File: config.mk
export PLATFORM = sky130hd
export DESIGN_NAME = card_shuffler
export DESIGN_NICKNAME = d
export VERILOG_FILES = /design/src/rtl/card_shuffler.sv
export SDC_FILE = /design/constraint.sdc
export NUM_CORES = 1
export LEC_CHECK = 0
export CAP_MARGIN = 10
export CORE_MARGIN = 2
export CORE_UTILIZATION = 55
export CTS_CLUSTER_DIAMETER = 30
export CTS_CLUSTER_SIZE = 8
export DETAILED_ROUTE_END_ITERATION = 10
export DONT_BUFFER_PORTS = 1
export GPL_ROUTABILITY_DRIVEN = 1
export GPL_TIMING_DRIVEN = 0
export PLACE_DENSITY = 0.81
export SYNTH_ARGS = -nofsm -noshare
export SYNTH_HDL_FRONTEND = slang
export SYNTH_SLANG_ARGS = --single-unit
File: constraint.sdc
create_clock -name clk -period 11.35 [get_ports clk]
set_input_delay 0 -clock clk [delete_from_list [all_inputs] [get_ports clk]]
set_output_delay 0 -clock clk [all_outputs]
set_load 0.1 [all_outputs]
File: src/rtl/card_shuffler.sv
// card_shuffler: builds a shuffled layout of colour pairs and streams it into card memory.
// Define CARD_SHUFFLE_BYPASS_EN to skip the shuffle and emit the deterministic layout slot k = pair k>>1.
module card_shuffler #(
    parameter int          ADDR_W    = 5,
    parameter int          COLOR_W   = 12,
    parameter int          NUM_W     = 6,
    parameter int          MAX_CARDS = 32,
    parameter logic [15:0] LFSR_SEED = 16'hACE1
) (
    input  logic               clk,
    input  logic               rst,
    input  logic               compute_colors_en,
    input  logic [NUM_W-1:0]   num_of_cards,
    output logic               compute_done,
    output logic               card_wr_en,
    output logic [ADDR_W-1:0]  card_wr_addr,
    output logic [COLOR_W-1:0] card_wr_color,
    output logic [1:0]         card_wr_state
);

    localparam logic [2:0] ST_IDLE    = 3'd0;
    localparam logic [2:0] ST_FILL    = 3'd1;
    localparam logic [2:0] ST_SHUFFLE = 3'd2;
    localparam logic [2:0] ST_WRITE   = 3'd3;
    localparam logic [2:0] ST_DONE    = 3'd4;

    logic [2:0]        state_reg;
    logic [15:0]       lfsr_reg;
    logic              lfsr_fb;
    logic [NUM_W-1:0]  n_reg;
    logic [NUM_W-1:0]  idx_reg;
    logic [NUM_W-1:0]  n_req;
    logic [3:0]        slot_reg [MAX_CARDS];
    logic [ADDR_W-1:0] slot_idx;
    logic [ADDR_W-1:0] mask;
    logic [ADDR_W-1:0] j_val;
    logic              fill_we;
    logic              swap_we;
    logic              last_idx;

    // Pairwise distinct, non-zero RGB444 colours.
    function automatic logic [COLOR_W-1:0] palette_lookup(input logic [3:0] pair);
        logic [11:0] rgb;
        case (pair)
            4'd0:  rgb = 12'hF00;
            4'd1:  rgb = 12'h0F0;
            4'd2:  rgb = 12'h00F;
            4'd3:  rgb = 12'hFF0;
            4'd4:  rgb = 12'h0FF;
            4'd5:  rgb = 12'hF0F;
            4'd6:  rgb = 12'hFFF;
            4'd7:  rgb = 12'hF80;
            4'd8:  rgb = 12'h8F0;
            4'd9:  rgb = 12'h08F;
            4'd10: rgb = 12'h80F;
            4'd11: rgb = 12'hF08;
            4'd12: rgb = 12'h0F8;
            4'd13: rgb = 12'h888;
            4'd14: rgb = 12'h840;
            default: rgb = 12'h48C;
        endcase
        return COLOR_W'(rgb);
    endfunction

    assign lfsr_fb  = lfsr_reg[15] ^ lfsr_reg[13] ^ lfsr_reg[12] ^ lfsr_reg[10];
    assign slot_idx = idx_reg[ADDR_W-1:0];
    assign last_idx = (idx_reg == n_reg - NUM_W'(1));

    always_comb begin
        n_req = (num_of_cards > NUM_W'(MAX_CARDS)) ? NUM_W'(MAX_CARDS) : num_of_cards;
        n_req[0] = 1'b0;
    end

    // Smallest all-ones mask covering i: OR together every right shift of i.
    always_comb begin
        mask = slot_idx;
        for (int s = 1; s < ADDR_W; s++) begin
            mask = mask | (slot_idx >> s);
        end
    end

    assign j_val   = lfsr_reg[ADDR_W-1:0] & mask;
    assign fill_we = (state_reg == ST_FILL) && compute_colors_en;
    assign swap_we = (state_reg == ST_SHUFFLE) && compute_colors_en &&
                     (idx_reg != '0) && (NUM_W'(j_val) <= idx_reg);

    always_ff @(posedge clk) begin
        if (rst) begin
            for (int s = 0; s < MAX_CARDS; s++) begin
                slot_reg[s] <= '0;
            end
        end else if (fill_we) begin
            slot_reg[slot_idx] <= 4'(idx_reg >> 1);
        end else if (swap_we) begin
            slot_reg[slot_idx] <= slot_reg[j_val];
            slot_reg[j_val]    <= slot_reg[slot_idx];
        end
    end

    always_ff @(posedge clk) begin
        if (rst) begin
            state_reg     <= ST_IDLE;
            lfsr_reg      <= LFSR_SEED;
            n_reg         <= '0;
            idx_reg       <= '0;
            compute_done  <= 1'b0;
            card_wr_en    <= 1'b0;
            card_wr_addr  <= '0;
            card_wr_color <= '0;
            card_wr_state <= 2'b00;
        end else begin
            lfsr_reg      <= {lfsr_reg[14:0], lfsr_fb};
            compute_done  <= 1'b0;
            card_wr_en    <= 1'b0;
            card_wr_addr  <= '0;
            card_wr_color <= '0;
            card_wr_state <= 2'b00;
            case (state_reg)
                ST_IDLE: begin
                    if (compute_colors_en) begin
                        n_reg     <= n_req;
                        idx_reg   <= '0;
                        state_reg <= (n_req == '0) ? ST_DONE : ST_FILL;
                    end
                end
                ST_FILL: begin
                    if (!compute_colors_en) begin
                        state_reg <= ST_IDLE;
                    end else if (last_idx) begin
`ifdef CARD_SHUFFLE_BYPASS_EN
                        state_reg <= ST_WRITE;
                        idx_reg   <= '0;
`else
                        state_reg <= ST_SHUFFLE;
`endif
                    end else begin
                        idx_reg <= idx_reg + NUM_W'(1);
                    end
                end
                ST_SHUFFLE: begin
                    // A rejected draw keeps i and retries with the next LFSR value.
                    if (!compute_colors_en) begin
                        state_reg <= ST_IDLE;
                    end else if (idx_reg == '0) begin
                        state_reg <= ST_WRITE;
                    end else if (swap_we) begin
                        idx_reg <= idx_reg - NUM_W'(1);
                    end
                end
                ST_WRITE: begin
                    if (!compute_colors_en) begin
                        state_reg <= ST_IDLE;
                    end else begin
                        card_wr_en    <= 1'b1;
                        card_wr_addr  <= slot_idx;
                        card_wr_color <= palette_lookup(slot_reg[slot_idx]);
                        card_wr_state <= 2'b01;
                        idx_reg       <= idx_reg + NUM_W'(1);
                        if (last_idx) begin
                            state_reg <= ST_DONE;
                        end
                    end
                end
                ST_DONE: begin
                    if (compute_colors_en) begin
                        compute_done <= 1'b1;
                    end else begin
                        state_reg <= ST_IDLE;
                    end
                end
                default: state_reg <= ST_IDLE;
            endcase
        end
    end

endmodule
---- Yosys cells after proc, flatten, opt, wreduce, memory -nomap -nowiden ----
Memory sizes are Yosys's and may differ from the RTL's. A register that Yosys moved wholly into a read port is not among the register bits.
Cells that the tools add are included.
storage, ports and cells
  output and inout port bits .............. 21
  logic and storage cells ................. 99
  memories kept ........................... 2
  register bits ........................... 39
  memory bits (read-only) ................. 192
  latch bits .............................. 0
  memory bits (writable) .................. 128
  input bits .............................. 9
memory list
  name              words  bits a word  read ports  clocked after memory_dff  wr ports  RTL line  source
  (name not given)  16     12           1           1                         0         44        case (pair)
  slot_reg          32     4            2           1                         32        33        logic [3:0] slot_reg [MAX_CARDS];
cells by class
  shift operators ......................... 0
  multipliers ............................. 0
  eq/ne operators ......................... 16
  divide/modulo/power cells ............... 0
  magnitude comparators ................... 2
  reduce and logical (&&, ||, !) cells .... 17
  bitwise logic cells ..................... 12
  mux-type cells .......................... 39
  add/subtract/negate cells ............... 3
operators with widths
  operator                                               count
  two-way mux 6 bit                                      8
  two-way mux 3 bit                                      9
  case mux 6 bit (4 select lines)                        1
  two-way mux 5 bit                                      4
  != test 2 bit (second input constant)                  8
  case mux 3 bit (5 select lines)                        1
  two-way mux 1 bit                                      13
  zero test 6 bit                                        2
  two-way mux 4 bit                                      3
  subtractor 6 x 1 -> 6 bit (second input constant)      2
  AND reduction 8 bit                                    1
  OR reduction 4 bit                                     2
  adder 6 x 1 -> 6 bit (second input constant)           1
  == test 3 x 2 -> 1 bit (second input constant)         2
  == test 6 bit                                          1
  greater-than comparator 6 bit (second input constant)  1
  less-or-equal comparator 5 x 6 -> 1 bit                1
  != test 3 bit (second input constant)                  2
  nonzero test 6 bit                                     1
  bitwise AND 5 bit                                      1
  OR 5 x 1 -> 5 bit                                      1
  OR 5 x 2 -> 5 bit                                      1
  OR 5 x 3 -> 5 bit                                      1
  OR 5 x 4 -> 5 bit                                      1
  13 further kinds                                       21

---- Depth between registers and ports, before layout ----
  depth in word-level cells ............... 14
  mapped depth ............................ 19
  depth with buffers taken out ............ 12

---- Worst setup path before layout ----
No wires, ideal clock.
  path type ............................... register to register
  from .................................... register idx_reg[2]
  to ...................................... memory slot_reg[22][1] (data pin)
  data required time ...................... 11.077 ns
  stages on the path, launching flop included .. 20
  arrival ................................. 3.802 ns
  setup time .............................. 0.273 ns
  path buffers ............................ 7
  path slack .............................. 7.275 ns
  clock period less this slack ............ 4.075 ns
  cells stage by stage .................... dfxtp_1 > or3_4 > o21a_1 > buf_6 > clkinv_4 > buf_6 > buf_4 > buf_2 > buf_1 > ha_1 > nand4_1 > nand3b_1 > a21oi_1 > nor2_1 > nand2_1 > or3_1 > buf_2 > a21boi_4 > buf_2 > o22ai_1
RTL lines
  item                    RTL line  source
  from (decl)             31        logic [NUM_W-1:0] idx_reg;
  from (signal assigned)  137       idx_reg <= idx_reg + NUM_W'(1);
  from (signal assigned)  147       idx_reg <= idx_reg - NUM_W'(1);
  from (signal assigned)  158       idx_reg <= idx_reg + NUM_W'(1);
  to (decl)               33

==> flow_summary.yaml <==
worst_setup_path:
  timing.critical_path.to_type: "flop"
  worst_r2r_path_depth: 18
  worst_ep_required_time_ns: 11.59
  path_max_fanout: 10
  path_type_of_the_worst_setup_path: "flop to flop"
  reg_to_reg_setup_timing_slack_ns: 5.02
  critical_path.startpoint_type: "flop"
  arrival_ns: 6.58
sta:
  minimum_period_implied_by_the_final_worst_setup_slack_ns: 6.33
  maxSlewViolCount: 0
  clock.fmax_mhz: 158
  setup_repair_after_global_routing_missed_its_margin: "false"
  final_hold_viol_count: 3
  finalSetupViolations: 0
  maxSlewHeadroom_pct: 10.4
  skew_ns: 0.0135
  finalCritPeriodShare_pct: 55.8
  max_slew.worst_pin.slew_ns: 1.33
  worst_hold_slack_ns: -0.00847
  setup_tns_ns: 0
logic_synthesis:
  mappedNetlistNets: 1092
  yosys_warnings: 0
  yosys_most_used_dff: "edfxtp_1"
  async_reset_ff_share_pct: 0
  synthesis.instances: 1068
  synthesis.area_um2: 10600
  synth_sequential_area_ratio_pct: 45.9
  post_synth.cell_area_avg_um2: 9.93
  synth-seq-cells: 179
  synth.lib_cells_used.distinct: 74
  synth-edff-count: 128
cts:
  clockBufferDepth: 2
  cts_sinks: 179
  tritoncts.num_buffers: 17
  cts-root-buf: "clkbuf_16"
  worst_skew_late_latency_ns: 0.44
  htree_num_levels: 4
  tritoncts: "built"
  post_cts.resized_instances: 0
  clk_transition_reported_paths_ns: 0.07
detailed_routing:
  wl_met3_mm: 7.18
  met2_length_mm: 18.3
  postRouteWirelength_mm: 44.0
  wl_met1_mm: 15.1
  drtIter0Drc: 1823
  wire_length_per_cell_after_detailed_routing_um: 32.1
  vias_per_std_cell: 7.44
  detail-route-antenna-nets: 0
  final_routed_drc_violation_total: 0
  dr_total_vias: 10200
  drt_pre_antenna_iters: 9
  highest-signal-layer: "met5"
floorplan:
  floorplan.die.width_um: 143
  dieHeight_um: 143
  ios: 30
  rows: 50
  start_util_pct: 56.3
  fp.coreArea_um2: 18800
  dieArea_um2: 20400
layout:
  fillers: 1542
  area_growth_syn_to_layout_pct: 9.82
  nets: 1123
  largest_register_ffs: 128
  mostFrequentLayoutCells: "176 x nand2_1, 128 x edfxtp_1, 95 x nand3_1, 78 x o22ai_1, 56 x nor2_1"
  fin_util_pct: 61.8
  final_common_cell: "nand2_1"
  post_route_cells_drive_above_1_share_pct: 14.8
  post-route-cell-area_um2: 11600
  antennaDiodeCount: 0
min_path:
  whs_path_depth: 2
  hp-class: "primary input to flop"
placed_design:
  post_dp_cell_area_um2: 11000
  gpl.final_weighted_congestion: 1.13
  hpwlAfterDp_mm: 31.9
  port_buffers: 0
global_routing:
  first_global_vias: 9596
  global_route_usage_over_all_layers_pct: 44.2
  antenna_found_initial: 2
  grt_start_max_net_pins: 18
  global_route.overflow_total: 0
  grt_first_pass_wirelength_mm: 63.6
power:
  vdd_ir_drop_max_v: 0.000108
  internal_power_mw: 1.11
  p_sw_mw: 0.519
  clkPwrFrac_pct: 36.5
  share_comb_of_total_power_pct: 18.0
  static_leakage_power_nw: 3.91
  pwr-share-seq_pct: 45.5
  power.switching_fraction_pct: 31.9
  pwr_density_nw_per_um2: 140
status:
  failed_checks: "hold timing"
  result_of_the_run: "finished with violations"
flow_run:
  max_cap_violations: 0
[Yosys cell counts (all sizes together) (17+ instances only)]
| cell | count | area (µm²) |
|---|---|---|
| nand3 | 95 | 475 |
| buf | 42 | 251 |
| dfxtp | 51 | 1020 |
| clkbuf | 41 | 154 |
| nand2 | 176 | 661 |
| edfxtp | 128 | 3840 |
| o22ai | 88 | 613 |
| o21ai | 17 | 85.1 |
| a21oi | 32 | 160 |
| nor2 | 57 | 221 |
| mux4 | 27 | 608 |
| mux2i | 26 | 264 |
| inv | 18 | 67.6 |
| nor3 | 17 | 96.4 |
[critical path, stage by stage (launching register included)]
cell and delay [ns]:
dfxtp_1 0.38, or3_4 0.47, o21a_1 0.24, buf_6 0.15, clkinv_4 0.08, buf_6 0.18
buf_4 0.22, buf_2 0.37, buf_1 0.74, ha_1 0.28, nor2b_1 0.05, o211ai_1 0.15
a21oi_1 0.19, nor2_1 0.19, nor2b_1 0.11, nor3_1 1.02, clkbuf_1 0.72, nand3_1 0.26
o32ai_1 0.32
[per-stage QoR]
step,cells,power (mW),worst slack (ns)
global placement,1328,1.02,4.75
global route,1372,1.65,5.01
CTS,1371,1.60,5.43
floorplan,1068,0.914,7.27
detailed placement,1330,1.02,5.41
finish,1372,1.63,5.02
[kinds of logic after synthesis]
| family | synth area share, % |
|---|---|
| and+or+nand+nor | 20.5 |
| AOI/OAI and AO/OA | 16.6 |
| DFF | 45.9 |
| buffers and inverters | 4.65 |
| muxes | 9.39 |
| adders and majority gates | 1.84 |
| xor gates and xnor gates | 1.07 |
| other | 0.0354 |
[power by group through the flow]
stage / logic, mW / clock network [mW] / registers [mW]
after global routing: 0.298 / 0.611 / 0.741
after CTS: 0.275 / 0.588 / 0.738
after global placement: 0.271 / 0 / 0.752
after floorplan: 0.171 / 0 / 0.743
final: 0.293 / 0.595 / 0.740
after detailed placement: 0.272 / 0 / 0.753
[worst paths after layout]
path | start | end
setup / recovery | idx_reg[2] | slot_reg[16][0]
hold / removal | rst | lfsr_reg[1]
setup reg to reg | idx_reg[2] | slot_reg[16][0]
hold reg to reg | lfsr_reg[6] | lfsr_reg[7]
[cell type report]
type / instances / area [µm²] / area share (%)
well taps: 260 / 325 / 2.79
plain buffers: 83 / 405 / 3.48
clock inverters: 15 / 150 / 1.29
multi-input cells: 784 / 5270 / 45.3
repair buffers: 12 / 116 / 0.999
flip-flops and latches: 179 / 4860 / 41.8
inverters: 22 / 87.6 / 0.752
clock buffers: 17 / 425 / 3.65
[timing repair]
item | 4_1_cts | 5_1_grt
hold buffers | 9 | 0
buffers inserted | 0 | 0
hold endpoints to repair | 11 | 0
[per-layer routing]
metal	up-vias	track usage [%]
met2	983	65.2
met3	286	18.6
met5	-	0
met1	4804	54.6
li1	4138	-
met4	2	24.9
(Power assumes the default switching activity.)
